[config.mk]
export PLATFORM = sky130hd
export DESIGN_NAME = pixel_plotter
export DESIGN_NICKNAME = d
export VERILOG_FILES = /design/src/rtl/pixel_plotter.sv
export SDC_FILE = /design/constraint.sdc
export NUM_CORES = 1
export LEC_CHECK = 0
export ABC_AREA = 1
export CORE_MARGIN = 2
export CORE_UTILIZATION = 25
export DETAILED_ROUTE_END_ITERATION = 12
export PLACE_DENSITY_LB_ADDON = 0.15
export SLEW_MARGIN = 20
export SYNTH_ARGS = -nofsm -noshare
export SYNTH_HDL_FRONTEND = slang
export SYNTH_SLANG_ARGS = --single-unit
[constraint.sdc]
create_clock -name clk -period 3.1 [get_ports clk]
set_input_delay 0.465 -clock clk [delete_from_list [all_inputs] [get_ports clk]]
set_output_delay 0.465 -clock clk [all_outputs]
set_load 0.1 [all_outputs]
[src/rtl/pixel_plotter.sv]
// Framebuffer-side pixel consumer: buffers signed pixel requests, bounds-checks them,
// issues linear-address writes, and provides a full-screen clear sweep.
module pixel_plotter #(
  parameter int WIDTH      = 640,
  parameter int HEIGHT     = 480,
  parameter int FIFO_DEPTH = 4,
  parameter int COLOR_W    = 1
) (
  input  logic                      clk,
  input  logic                      reset,
  input  logic                      in_valid,
  output logic                      in_ready,
  input  logic signed [10:0]        in_x,
  input  logic signed [10:0]        in_y,
  input  logic        [COLOR_W-1:0] in_color,
  input  logic                      clear_req,
  output logic                      clear_done,
  output logic                      busy,
  output logic        [18:0]        fb_addr,
  output logic        [COLOR_W-1:0] fb_wdata,
  output logic                      fb_we,
  output logic        [15:0]        drop_count
);

  localparam int AW    = (FIFO_DEPTH > 1) ? $clog2(FIFO_DEPTH) : 1;
  localparam int ENT_W = 22 + COLOR_W;
  localparam logic [18:0] LAST_ADDR = 19'(WIDTH * HEIGHT - 1);

  typedef enum logic {RUN, CLEAR} state_t;

  state_t state, state_next;
  logic   clear_pending, pending_next;

  logic [ENT_W-1:0] mem [FIFO_DEPTH];
  logic [AW-1:0]    wr_ptr, rd_ptr;
  logic [AW:0]      count;
  logic             full, empty, push, pop, sweep_start;

  function automatic logic [15:0] sat_inc(input logic [15:0] v);
    return (v == 16'hFFFF) ? v : v + 16'd1;
  endfunction

  assign full     = (count == (AW+1)'(FIFO_DEPTH));
  assign empty    = (count == '0);
  assign in_ready = !reset && (state == RUN) && !full && !clear_pending;
  assign push     = in_valid && in_ready;
  assign pop      = (state == RUN) && !empty;
  // Sweep may only start once nothing is queued and the last pixel write has retired.
  assign sweep_start = (state == RUN) && clear_pending && empty && !fb_we;
  assign busy     = !empty || fb_we || clear_pending || (state == CLEAR);

  always_ff @(posedge clk) begin
    if (reset) begin
      state         <= RUN;
      clear_pending <= 1'b0;
    end else begin
      state         <= state_next;
      clear_pending <= pending_next;
    end
  end

  always_comb begin
    state_next   = state;
    pending_next = clear_pending;
    case (state)
      RUN: begin
        if (clear_pending) begin
          if (sweep_start) begin
            state_next   = CLEAR;
            pending_next = 1'b0;
          end
        end else if (clear_req) begin
          pending_next = 1'b1;
        end
      end
      CLEAR: begin
        if (clear_done) state_next = RUN;
      end
      default: state_next = RUN;
    endcase
  end

  always_ff @(posedge clk) begin
    if (push) mem[wr_ptr] <= {in_x, in_y, in_color};
  end

  always_ff @(posedge clk) begin
    if (reset) begin
      wr_ptr <= '0;
      rd_ptr <= '0;
      count  <= '0;
    end else begin
      if (push) wr_ptr <= AW'((32'(wr_ptr) + 1) % FIFO_DEPTH);
      if (pop)  rd_ptr <= AW'((32'(rd_ptr) + 1) % FIFO_DEPTH);
      case ({push, pop})
        2'b10:   count <= count + 1'b1;
        2'b01:   count <= count - 1'b1;
        default: count <= count;
      endcase
    end
  end

  // Stage p0: FIFO head decode, bounds check and address computation
  logic [ENT_W-1:0]   head_p0;
  logic signed [10:0] hx_p0, hy_p0;
  logic [COLOR_W-1:0] hc_p0;
  logic               inb_p0;
  logic [18:0]        addr_p0;

  always_comb begin
    head_p0 = mem[rd_ptr];
    hx_p0   = head_p0[ENT_W-1 -: 11];
    hy_p0   = head_p0[ENT_W-12 -: 11];
    hc_p0   = head_p0[COLOR_W-1:0];
    inb_p0  = (int'(hx_p0) >= 0) && (int'(hx_p0) <= WIDTH - 1) &&
              (int'(hy_p0) >= 0) && (int'(hy_p0) <= HEIGHT - 1);
    addr_p0 = 19'($unsigned(hy_p0)) * 19'(WIDTH) + 19'($unsigned(hx_p0));
  end

  // Stage p1: registered framebuffer write port
  always_ff @(posedge clk) begin
    if (reset) begin
      fb_we      <= 1'b0;
      fb_addr    <= '0;
      fb_wdata   <= '0;
      clear_done <= 1'b0;
      drop_count <= '0;
    end else begin
      fb_we      <= 1'b0;
      clear_done <= 1'b0;
      if (state == CLEAR) begin
        if (!clear_done) begin
          if (fb_addr == LAST_ADDR) begin
            clear_done <= 1'b1;
          end else begin
            fb_we    <= 1'b1;
            fb_addr  <= fb_addr + 19'd1;
            fb_wdata <= '0;
          end
        end
      end else if (sweep_start) begin
        fb_we    <= 1'b1;
        fb_addr  <= '0;
        fb_wdata <= '0;
      end else if (pop) begin
        if (inb_p0) begin
          fb_we    <= 1'b1;
          fb_addr  <= addr_p0;
          fb_wdata <= hc_p0;
        end else begin
          drop_count <= sat_inc(drop_count);
        end
      end
    end
  end

endmodule

### Word level (Yosys, flattened, before mapping)

Memories as Yosys holds them, arrays and structs flattened. A register that Yosys moved wholly into a read port is not among the register bits.
Cells that the tools add are included.
Widths: inputs -> output; s select.

* RAM bits: 92
* word-level logic and storage cells: 91
* flip-flop bits (word level): 47
* memories: 1

Memory list
* mem: words 4, bits a word 23, rd ports 1, clocked after memory_dff 1, wr ports 1, RTL line 34 `logic [ENT_W-1:0] mem [FIFO_DEPTH];`

* $mul: 1
* order comparisons: 4
* equality and inequality tests: 7
* reductions and logical operators: 26
* $add $sub $neg: 7
* bitwise logic cells: 4
* muxes and demuxes: 31

Operators by type and width (count)
* $mux 19: 6
* $ge 11x1->1 const B: 2
* $mux 1: 21
* $add 19x1->19 const B: 1
* $add 19x11->19: 1
* $eq 19x19->1 const B: 1
* $add 16x1->16 const B: 1
* $eq 16x16->1 const B: 1
* $mul 11x3->12 const B: 1
* $le 11x10->1 const B: 1
* $le 11x11->1 const B: 1
* $logic_and 1x1->1: 11
* $pmux 3 s2: 1
* $reduce_bool 3->1: 2
* $logic_not 1->1: 5
* $reduce_and 5->1: 1
* $add 2x1->2 const B: 2
* $mux 2: 2
* $ne 2x2->1 const B: 2
* $not 1->1: 4
* $reduce_and 4->1: 1
* $add 3x1->3 const B: 1
* $eq 3x3->1 const B: 1
* $logic_not 3->1: 1
* 7 further kinds: 9

### Logic depth before layout (Yosys ltp)

Gate-level depths: netlist of the first run.

* depth after elaboration: 8
* mapped depth: 22

### Least setup slack after synthesis of the first run

Ideal clock, no wire load.

* path kind: input to register
* start point: input port reset
* end point: memory mem[0][0] (netlist bit) (enable)
* path slack: -4.908 ns
* arrival time: 7.604 ns
* required time: 2.696 ns
* cell stages on the path: 3
* buffers on the path: 0
* cells stage by stage: a2111oi_0 > nand2_1 > nor2_1

* longest elaborated chain between the ends: 7

Ends and longest elaborated chain
* start: declaration: RTL line 10 `input logic reset,`
* $logic_not 1->1: RTL line 45 `assign in_ready = !reset && (state == RUN) && !full && !clear_pending;`
* $logic_and 1x1->1 (3 in series): RTL line 45
* $logic_and 1x1->1: RTL line 46 `assign push = in_valid && in_ready;`
* $mux 1: RTL line 84 `if (push) mem[wr_ptr] <= {in_x, in_y, in_color};`
* $mux 1 (not written as such): RTL line 84
* end: declaration: RTL line 34

Every way passes these cells.

==> metrics.yaml, run 1 <==
grt_max_degree: 24
multi_input_area_sq_um: 3060
dp_hpwl_um: 13700
yosysTopAreaCell: "edfxtp_1"
hold_path_class: "reg -> reg"
hold_start: "drop_count[15]"
cts_tree: "done"
synth.top_cells.by_count: "nand2_1 (189), edfxtp_1 (92), inv_1 (81)"
holdBufCountCts: 0
period_share_pct: 94.3
min_to: "drop_count[15]"
async_flop_share_pct: 0
rr_endpoint: "fb_addr[14]"
area_growth_pct: 29.6
slowest_stage: "fa_2"
port_buffers: 66
cp-end-kind: "register"
die_h_um: 172
core_area_sq_um: 27900
n_fill_cell: 2918
yosys_register_bits: 141
synth_fp_nets: 862
r2r_slack_ns: 0.18
synth_edf_count: 92
ant_nets: 0
period_needed_ns: 2.92
setup_tns_ns: 0
hold_depth: 2
synthCells: 804
crit_top_cell: "nand2_1"
row_count: 61
worstPathMaxFanout: 7
drtIter0Drc: 347
worstSetupPathType: "reg -> reg"
fmax_mhz: 342
synthFlopType: "edfxtp_1"
viasPerCell: 4.43
seq_area_frac_synth_pct: 52.9
slew_headroom_pct: 72.8
grt_pass1_wl_um: 30100
finClkSkew_ns: 0.0169
htree_levels: 4
drv_slew: 0
arrival_ns: 3.24
drv_cap: 0
numCtsBuffers: 17
antenna_found_initial: 0
worst_pin_slew_ns: 0.409
path_clk_slew_ns: 0.06
final_nets: 964
critical_path_required_ns: 3.42
antenna_cells: 0
initial_core_util_pct: 25.4
cp_num_buf_inv: 2
drt_wl_total_um: 19400
hold_viol: 0
wl_per_cell_um: 15.0
cts_buffer_depth: 2
cts.sinks: 141
synth_top_cells_by_area: "edfxtp_1 (39%), dfxtp_1 (14%), nand2_1 (10%), ha_1 (4.9%), o21ai_0 (4.4%)"
yosysTopAreaCellShare_pct: 39.0
setup_viol: 0
final_util_pct: 32.9
cpLargestDelayFamily: "adder cells"
dieArea_sq_um: 29700
synth_cell_types: 39
syn_area_sq_um: 7080
grt_pass1_vias: 5505
max_stage_delay_ns: 0.55
drc_errors: 0
synth.most_common_cell: "nand2_1"
status: "finished, final reports clean"
die_w_um: 172
seq_area_sq_um: 3750
grtUsageTotal_pct: 13.4
drt_first_pass_iters: 5
ioPinCount: 67
crit_chain: "buf_12, clkinv_8, o21ai_2, o22ai_2, ha_1, ha_4, fa_2, nand2_2, nor2_2, nand2_1, nand3_2, nand2_4, nor3_2, nor2_1, o21ai_0, o31ai_1, nand2_1, nand2_1"
drive_above_1_share_pct: 17.4
placed_cells: 1256
fin_cells: 1297
vias: 5748
clkLatencyLatePin_ns: 0.43
start_kind: "register"
gp_congestion: 0.836
yosysWarnings: 0
reg2reg_depth: 18
syn_avg_cell_area_sq_um: 8.81
clockRootBuffer: "clkbuf_16"
grt.overflow.total: 0
## metrics by stage
stage	area, sq um	setup slack, ns	hold WS [ns]
after floorplan	7180	-0.0163	0.436
after global placement	8300	0.0768	0.458
after detailed placement	8300	0.0230	0.470
after CTS	8900	0.0247	0.490
after global routing	9180	-0.0272	0.505
final	9180	0.177	0.483
## area by class of cell
type | instances | area share [%]
timing repair buffer | 108 | 10.2
sequential | 141 | 40.9
timing repair inverter | 1 | 0.0954
multi-input combinational | 550 | 33.3
clock inverter | 15 | 2.00
inverter | 87 | 3.72
tap | 378 | 5.15
clock buffer | 17 | 4.64
## routing by layer
| layer | global-route usage [%] | share of wire (%) | routed length [um] |
|---|---|---|---|
| met1 | 18.9 | 49 | 9590 |
| met2 | 20.0 | 44 | 8580 |
| met3 | 3.36 | 5.4 | 1040 |
| met4 | 3.98 | 1.1 | 204 |
| met5 | 0 | 0 | 0 |
## cell usage in the layout (no fill, tap or decap), types with 14 or more instances in the layout
cell and n:
xor2_1 15, edfxtp_1 92, buf_4 77, dfxtp_1 47, nand2_1 182, nand3_1 46, nand4_1 14, inv_1 80
clkbuf_16 19, ha_1 23, clkdlybuf4s50_1 26, nor2_1 69, o21ai_0 55, a21oi_1 52
## timing repair
action	CTS	global route
endpoints found under the setup margin	0	7
gates resized for setup	0	42
buffers inserted	0	6
## logic make-up after synthesis
family / Yosys count / share of synthesized area [%]
AND/OR/NAND/NOR: 353 / 20.9
AO/OA/AOI/OAI: 146 / 11.2
flip-flops: 141 / 52.9
buffers and inverters: 113 / 6.77
adder cells (fa/ha/maj): 31 / 5.80
XOR/XNOR: 20 / 2.47
## sequential cells by signal, indices dropped and copies added, names as in the netlist, named ones only
signal / flops
fb_addr: 19
state: 1
clear_done: 1
fb_we: 1
drop_count: 16
rd_ptr: 2
fb_wdata: 1
wr_ptr: 2
mem: 92
count: 3
clear_pending: 1
## worst max-delay path by stage
stage	startpoint	to	slack, ns	depth (start not counted)
floorplan	register	fb_addr[16]	-0.02	21
global placement	register	fb_addr[16]	0.08	18
detailed placement	register	fb_addr[18]	0.02	18
CTS	register	fb_addr[14]	0.02	18
global route	register	fb_addr[17]	-0.03	17
finish	register	fb_addr[14]	0.18	18
## worst min-delay path: cells and delay by family, from the launching register on
kind               cells  cell delay [ns]
and+or+nand+nor        1             0.06
DFF                    1             0.32
AOI/OAI and AO/OA      1             0.05
Power of run 1 is left out: the tool's default activity adds up to more than one toggle a clock period on the data nets, which glitch-free logic cannot reach.
==> run 2, diff against run 1 <==
--- a/config.mk
+++ b/config.mk
@@ -10,6 +10,8 @@
 export CORE_UTILIZATION = 25
 export DETAILED_ROUTE_END_ITERATION = 12
 export PLACE_DENSITY_LB_ADDON = 0.15
+export RECOVER_POWER = 25
+export SETUP_SLACK_MARGIN = 0.05
 export SLEW_MARGIN = 20
 export SYNTH_ARGS = -nofsm -noshare
 export SYNTH_HDL_FRONTEND = slang
==> run 2 against run 1 <==
  * Highest routed layer unchanged
  * Worst setup slack improved by 0.058 ns
  * Routed wire length increased by 0.27%
  * Critical path depth decreased by 1
  * Largest cell class unchanged
==> metrics.yaml, run 2 (same netlist as run 1, synthesis figures left out) <==
final_util_pct: 33.1  # +0.15 points
grt_max_degree: 30  # +25%
drt_wl_total_um: 19500  # +0.27%
cp_num_buf_inv: 1  # -1
crit_chain: "buf_12, nand2_1, a32oi_4, ha_4, ha_4, fa_2, nand2_1, nor2_1, nand2_1, nand3_2, nand2_4, nor2_4, nand3_2, nor2_1, nand3_1, nand3_1, a21oi_1"
initial_core_util_pct: 25.4  # unchanged
drv_cap: 0  # unchanged
port_buffers: 66  # unchanged
hold_depth: 2  # unchanged
max_stage_delay_ns: 0.54  # about the same
period_needed_ns: 2.86  # -0.0576 ns
worstPathMaxFanout: 5  # -2
grt.overflow.total: 0  # unchanged
gp_congestion: 0.795  # -4.8%
die_w_um: 172  # unchanged
clockRootBuffer: "clkbuf_16"
clkLatencyLatePin_ns: 0.42  # about the same
drt_first_pass_iters: 5  # unchanged
worst_pin_slew_ns: 0.483  # +0.0741 ns
fmax_mhz: 349  # +2.0%
hold_viol: 0  # unchanged
cp-end-kind: "register"
hold_path_class: "reg -> reg"
finClkSkew_ns: 0.0116  # -0.00535 ns
dp_hpwl_um: 13800  # +0.67%
grt_pass1_vias: 5516  # +0.20%
crit_top_cell: "nand2_1"
arrival_ns: 3.18  # -0.06 ns
critical_path_required_ns: 3.41  # about the same
vias: 5750  # +0.035%
grt_pass1_wl_um: 30600  # +1.8%
start_kind: "register"
largest-register: "mem"
status: "finished, final reports clean"
row_count: 61  # unchanged
wl_per_cell_um: 15.0  # about the same
final_common_cell: "nand2_1"
cp_num_cells: 17  # -1
viasPerCell: 4.42  # -0.20%
cts_tree: "done"
core_area_sq_um: 27900  # unchanged
setup_viol: 0  # unchanged
drtIter0Drc: 344  # -0.86%
cpLargestDelayFamily: "adder cells"
antenna_found_initial: 0  # unchanged
final_nets: 967  # +0.31%
drive_above_1_share_pct: 17.9  # +0.49 points
cts_buffer_depth: 2  # unchanged
area_growth_pct: 30.2
path_clk_slew_ns: 0.07  # about the same
worstSetupPathType: "reg -> reg"
hold_slack_ns: 0.481  # -0.00196 ns
slew_headroom_pct: 67.6  # -5.2 points
rr_endpoint: "fb_addr[18]"
die_h_um: 172  # unchanged
crit_path_end: "fb_addr[18]"
reg_top3: "mem: 92 flops, fb_addr: 19 flops, drop_count: 16 flops"
final.setup.worst_slack_ns: 0.235  # +0.0576 ns
slowest_stage: "fa_2"
drv_slew: 0  # unchanged
cts.sinks: 141  # unchanged
antenna_cells: 0  # unchanged
final_cell_mix: "nand2_1 (183), edfxtp_1 (92), inv_1 (79), buf_4 (79), nor2_1 (70)"
largest_reg_flops: 92  # unchanged
rsz0062_at_grt: "false"
r2r_slack_ns: 0.24  # +0.06 ns
reg2reg_depth: 17  # -1
grtUsageTotal_pct: 13.6  # +0.27 points
drc_errors: 0  # unchanged
ioPinCount: 67  # unchanged
dieArea_sq_um: 29700  # unchanged
n_fill_cell: 2925  # +0.24%
dp_slack_ns: 0.0370  # +0.0140 ns
htree_levels: 4  # unchanged
ant_nets: 0  # unchanged
numCtsBuffers: 17  # unchanged
period_share_pct: 92.4  # -1.9 points
[run 2: cell types whose count changed in the layout (fill, tap and decap cells not counted), moves of 3 or more]
cell	change
clkdlybuf4s50_1	-18
dlygate4sd3_1	+18
nor2_2	-5
nor2_4	+4
bufinv_16	-3
o21ai_0	-3
[run 2: how the worst min path moves through the flow]
| stage | start | slack, ns | to |
|---|---|---|---|
| 3_3_place_gp | rd_ptr[0] | 0.46 | rd_ptr[0] |
| 5_1_grt | rd_ptr[1] | 0.50 | register |
| 4_1_cts | rd_ptr[0] | 0.48 | rd_ptr[0] |
| 2_1_floorplan | rd_ptr[1] | 0.44 | register |
| 3_5_place_dp | rd_ptr[0] | 0.47 | rd_ptr[0] |
| 6_report | rd_ptr[1] | 0.48 | register |
[run 2: tightest hold or removal path, cell delays in order, from the launching register on]
cell,delay [ns]
dfxtp_1,0.30
inv_1,0.05
a21oi_1,0.09
[run 2: timing repair]
action / in CTS / in global routing
setup buffers: 0 / 3
hold buffers: 0 / 0
endpoints found under the setup margin: 3 / 7
gates cloned: 0 / 2
pin swaps: 0 / 7
gates resized for setup: 1 / 44
[run 2: per-stage QoR]
stage          cells  TNS [ns]  area, sq um
2_1_floorplan    804   -0.0229         7220
3_3_place_gp    1263         0         8400
3_5_place_dp    1263         0         8400
4_1_cts         1295         0         8960
5_1_grt         1300         0         9220
6_report        1300         0         9220
[run 2: layout make-up]
cell class / instances / area [sq um] / share of cell area (%)
sequential: 141 / 3750 / 40.7
multi-input combinational: 550 / 3110 / 33.8
timing repair buffer: 112 / 990 / 10.7
tap: 378 / 473 / 5.13
clock buffer: 17 / 425 / 4.61
inverter: 87 / 337 / 3.65
clock inverter: 15 / 131 / 1.43
[run 2: routing by layer]
layer | routed length (um) | track usage [%] | vias to the layer above
met4 | 148 | 3.62 | 0
li1 | - | - | 2948
met2 | 8830 | 21.3 | 107
met5 | 0 | 0 | -
met1 | 9680 | 19.0 | 2686
met3 | 808 | 2.95 | 9
Power of run 2 is left out for the same reason.
==> run 3, diff against run 2 <==
--- a/config.mk
+++ b/config.mk
@@ -6,7 +6,6 @@
 export NUM_CORES = 1
 export LEC_CHECK = 0
 export ABC_AREA = 1
-export CORE_MARGIN = 2
 export CORE_UTILIZATION = 25
 export DETAILED_ROUTE_END_ITERATION = 12
 export PLACE_DENSITY_LB_ADDON = 0.15
==> run 3 against run 2 <==
  * Routed wire length down 1.3%
  * Maximum frequency rose by 2.0%
  * Global-route usage increased by 0.20 points
  * Die area decreased by 2.3%
  * Register-to-register slack improved by 0.06 ns
  * Final area decreased by 1.7%
==> metrics.yaml, run 3 (same netlist as run 1, synthesis figures left out) <==
status: "finished, final reports clean"
setup_viol: 0  # unchanged
post_dp_cell_area_sq_um: 8320  # -0.98%
htree_levels: 4  # unchanged
hold_viol: 0  # unchanged
cts_tree: "done"
period_share_pct: 90.6  # -1.8 points
die_h_um: 170  # -1.2%
holdBufCountCts: 0  # unchanged
wl_per_cell_um: 14.9  # -0.42%
gp_congestion: 0.841  # +5.8%
final_area_sq_um: 9060  # -1.7%
ioPinCount: 67  # unchanged
critical_path_required_ns: 3.42  # about the same
worstPathMaxFanout: 14  # +9
slew_headroom_pct: 69.6  # +2.1 points
drv_cap: 0  # unchanged
cts.sinks: 141  # unchanged
grtUsageTotal_pct: 13.8  # +0.20 points
finClkSkew_ns: 0.0116  # +0.0000177 ns
worst_pin_slew_ns: 0.452  # -0.0306 ns
final_cell_mix: "nand2_1 (183), edfxtp_1 (92), inv_1 (80)"
port_buffers: 66  # unchanged
ant_nets: 0  # unchanged
rr_endpoint: "fb_addr[18]"
start_kind: "register"
largest_reg_flops: 92  # unchanged
grt_pass1_vias: 5516  # unchanged
r2r_slack_ns: 0.29  # +0.06 ns
antenna_found_initial: 0  # unchanged
reg2reg_depth: 18  # +1
grt_max_degree: 29  # -3.3%
row_count: 61  # unchanged
dp_hpwl_um: 13900  # +0.54%
hold_start: "rd_ptr[1]"
drt_wl_total_um: 19200  # -1.3%
grt.overflow.total: 0  # unchanged
final_nets: 955  # -1.2%
final_util_pct: 32.5  # -0.57 points
seq_area_sq_um: 3750  # unchanged
arrival_ns: 3.13  # -0.05 ns
die_w_um: 170  # -1.2%
reg_top3: "mem: 92 flops, fb_addr: 19 flops, drop_count: 16 flops"
vias: 5670  # -1.4%
cp-end-kind: "register"
multi_input_area_sq_um: 3040  # -2.2%
antenna_cells: 0  # unchanged
area_growth_pct: 27.9
numCtsBuffers: 17  # unchanged
core_area_sq_um: 27900  # unchanged
path_clk_slew_ns: 0.07  # about the same
drc_errors: 0  # unchanged
rsz0062_at_grt: "true"
drt_first_pass_iters: 4  # -1
dieArea_sq_um: 29000  # -2.3%
viasPerCell: 4.40  # -0.47%
drive_above_1_share_pct: 16.2  # -1.7 points
hold_depth: 2  # unchanged
drtIter0Drc: 289  # -16%
period_needed_ns: 2.81  # -0.0554 ns
clockRootBuffer: "clkbuf_16"
worstSetupPathType: "reg -> reg"
fmax_mhz: 356  # +2.0%
hold_path_class: "reg -> reg"
final_common_cell: "nand2_1"
grt_pass1_wl_um: 30600  # -0.23%
initial_core_util_pct: 25.4  # unchanged
largest-register: "mem"
cts_buffer_depth: 2  # unchanged
clkLatencyLatePin_ns: 0.43  # about the same
n_fill_cell: 2875  # -1.7%
hold_slack_ns: 0.453  # -0.0281 ns
drv_slew: 0  # unchanged
run 3: timing repair:
action,in CTS,in global routing
setup buffers,0,2
pin swaps,0,5
gates cloned,0,2
gates resized for setup,2,25
setup endpoints to repair,3,6
run 3: layout make-up:
cell class	instances	area share [%]
sequential	141	41.4
tap	378	5.22
clock buffer	18	4.74
clock inverter	14	1.49
multi-input combinational	550	33.6
inverter	87	3.71
timing repair buffer	100	9.85
run 3: per-stage QoR:
step	setup TNS, ns	cells	worst slack, ns
floorplan	-0.0229	804	-0.0143
global placement	0	1252	0.0942
detailed placement	0	1252	0.0139
CTS	0	1284	0.113
global route	0	1288	0.0355
finish	0	1288	0.290
run 3: worst max path at each step:
| stage | startpoint | end | slack [ns] | cells past startpoint |
|---|---|---|---|---|
| final | register | fb_addr[18] | 0.29 | 18 |
| after global routing | register | fb_addr[18] | 0.04 | 17 |
| after CTS | register | fb_addr[18] | 0.11 | 17 |
| after detailed placement | register | fb_addr[17] | 0.01 | 15 |
| after global placement | register | fb_addr[17] | 0.09 | 15 |
| after floorplan | register | fb_addr[18] | -0.01 | 21 |
run 3: critical path, cell delays in order (launching register included):
cell       delay, ns
dfxtp_4         0.38
buf_4           0.16
clkbuf_16       0.17
nand2_1         0.06
nand3_1         0.08
nand2_1         0.10
inv_1           0.07
ha_1            0.30
ha_1            0.37
a21oi_1         0.24
o21ai_0         0.12
a21oi_1         0.20
inv_1           0.06
nand2_1         0.06
nand2_1         0.09
inv_1           0.06
nand2_1         0.05
nand3_1         0.09
a21oi_2         0.05
run 3: per-layer routing:
layer  part of all wire (%)  global-route usage (%)  wire length [um]
met5                      0                       0                 0
met4                    1.1                    4.15               205
met3                    4.1                    2.95               786
met2                     44                    21.1              8450
met1                     51                    19.5              9770
Power of run 3 is left out for the same reason.
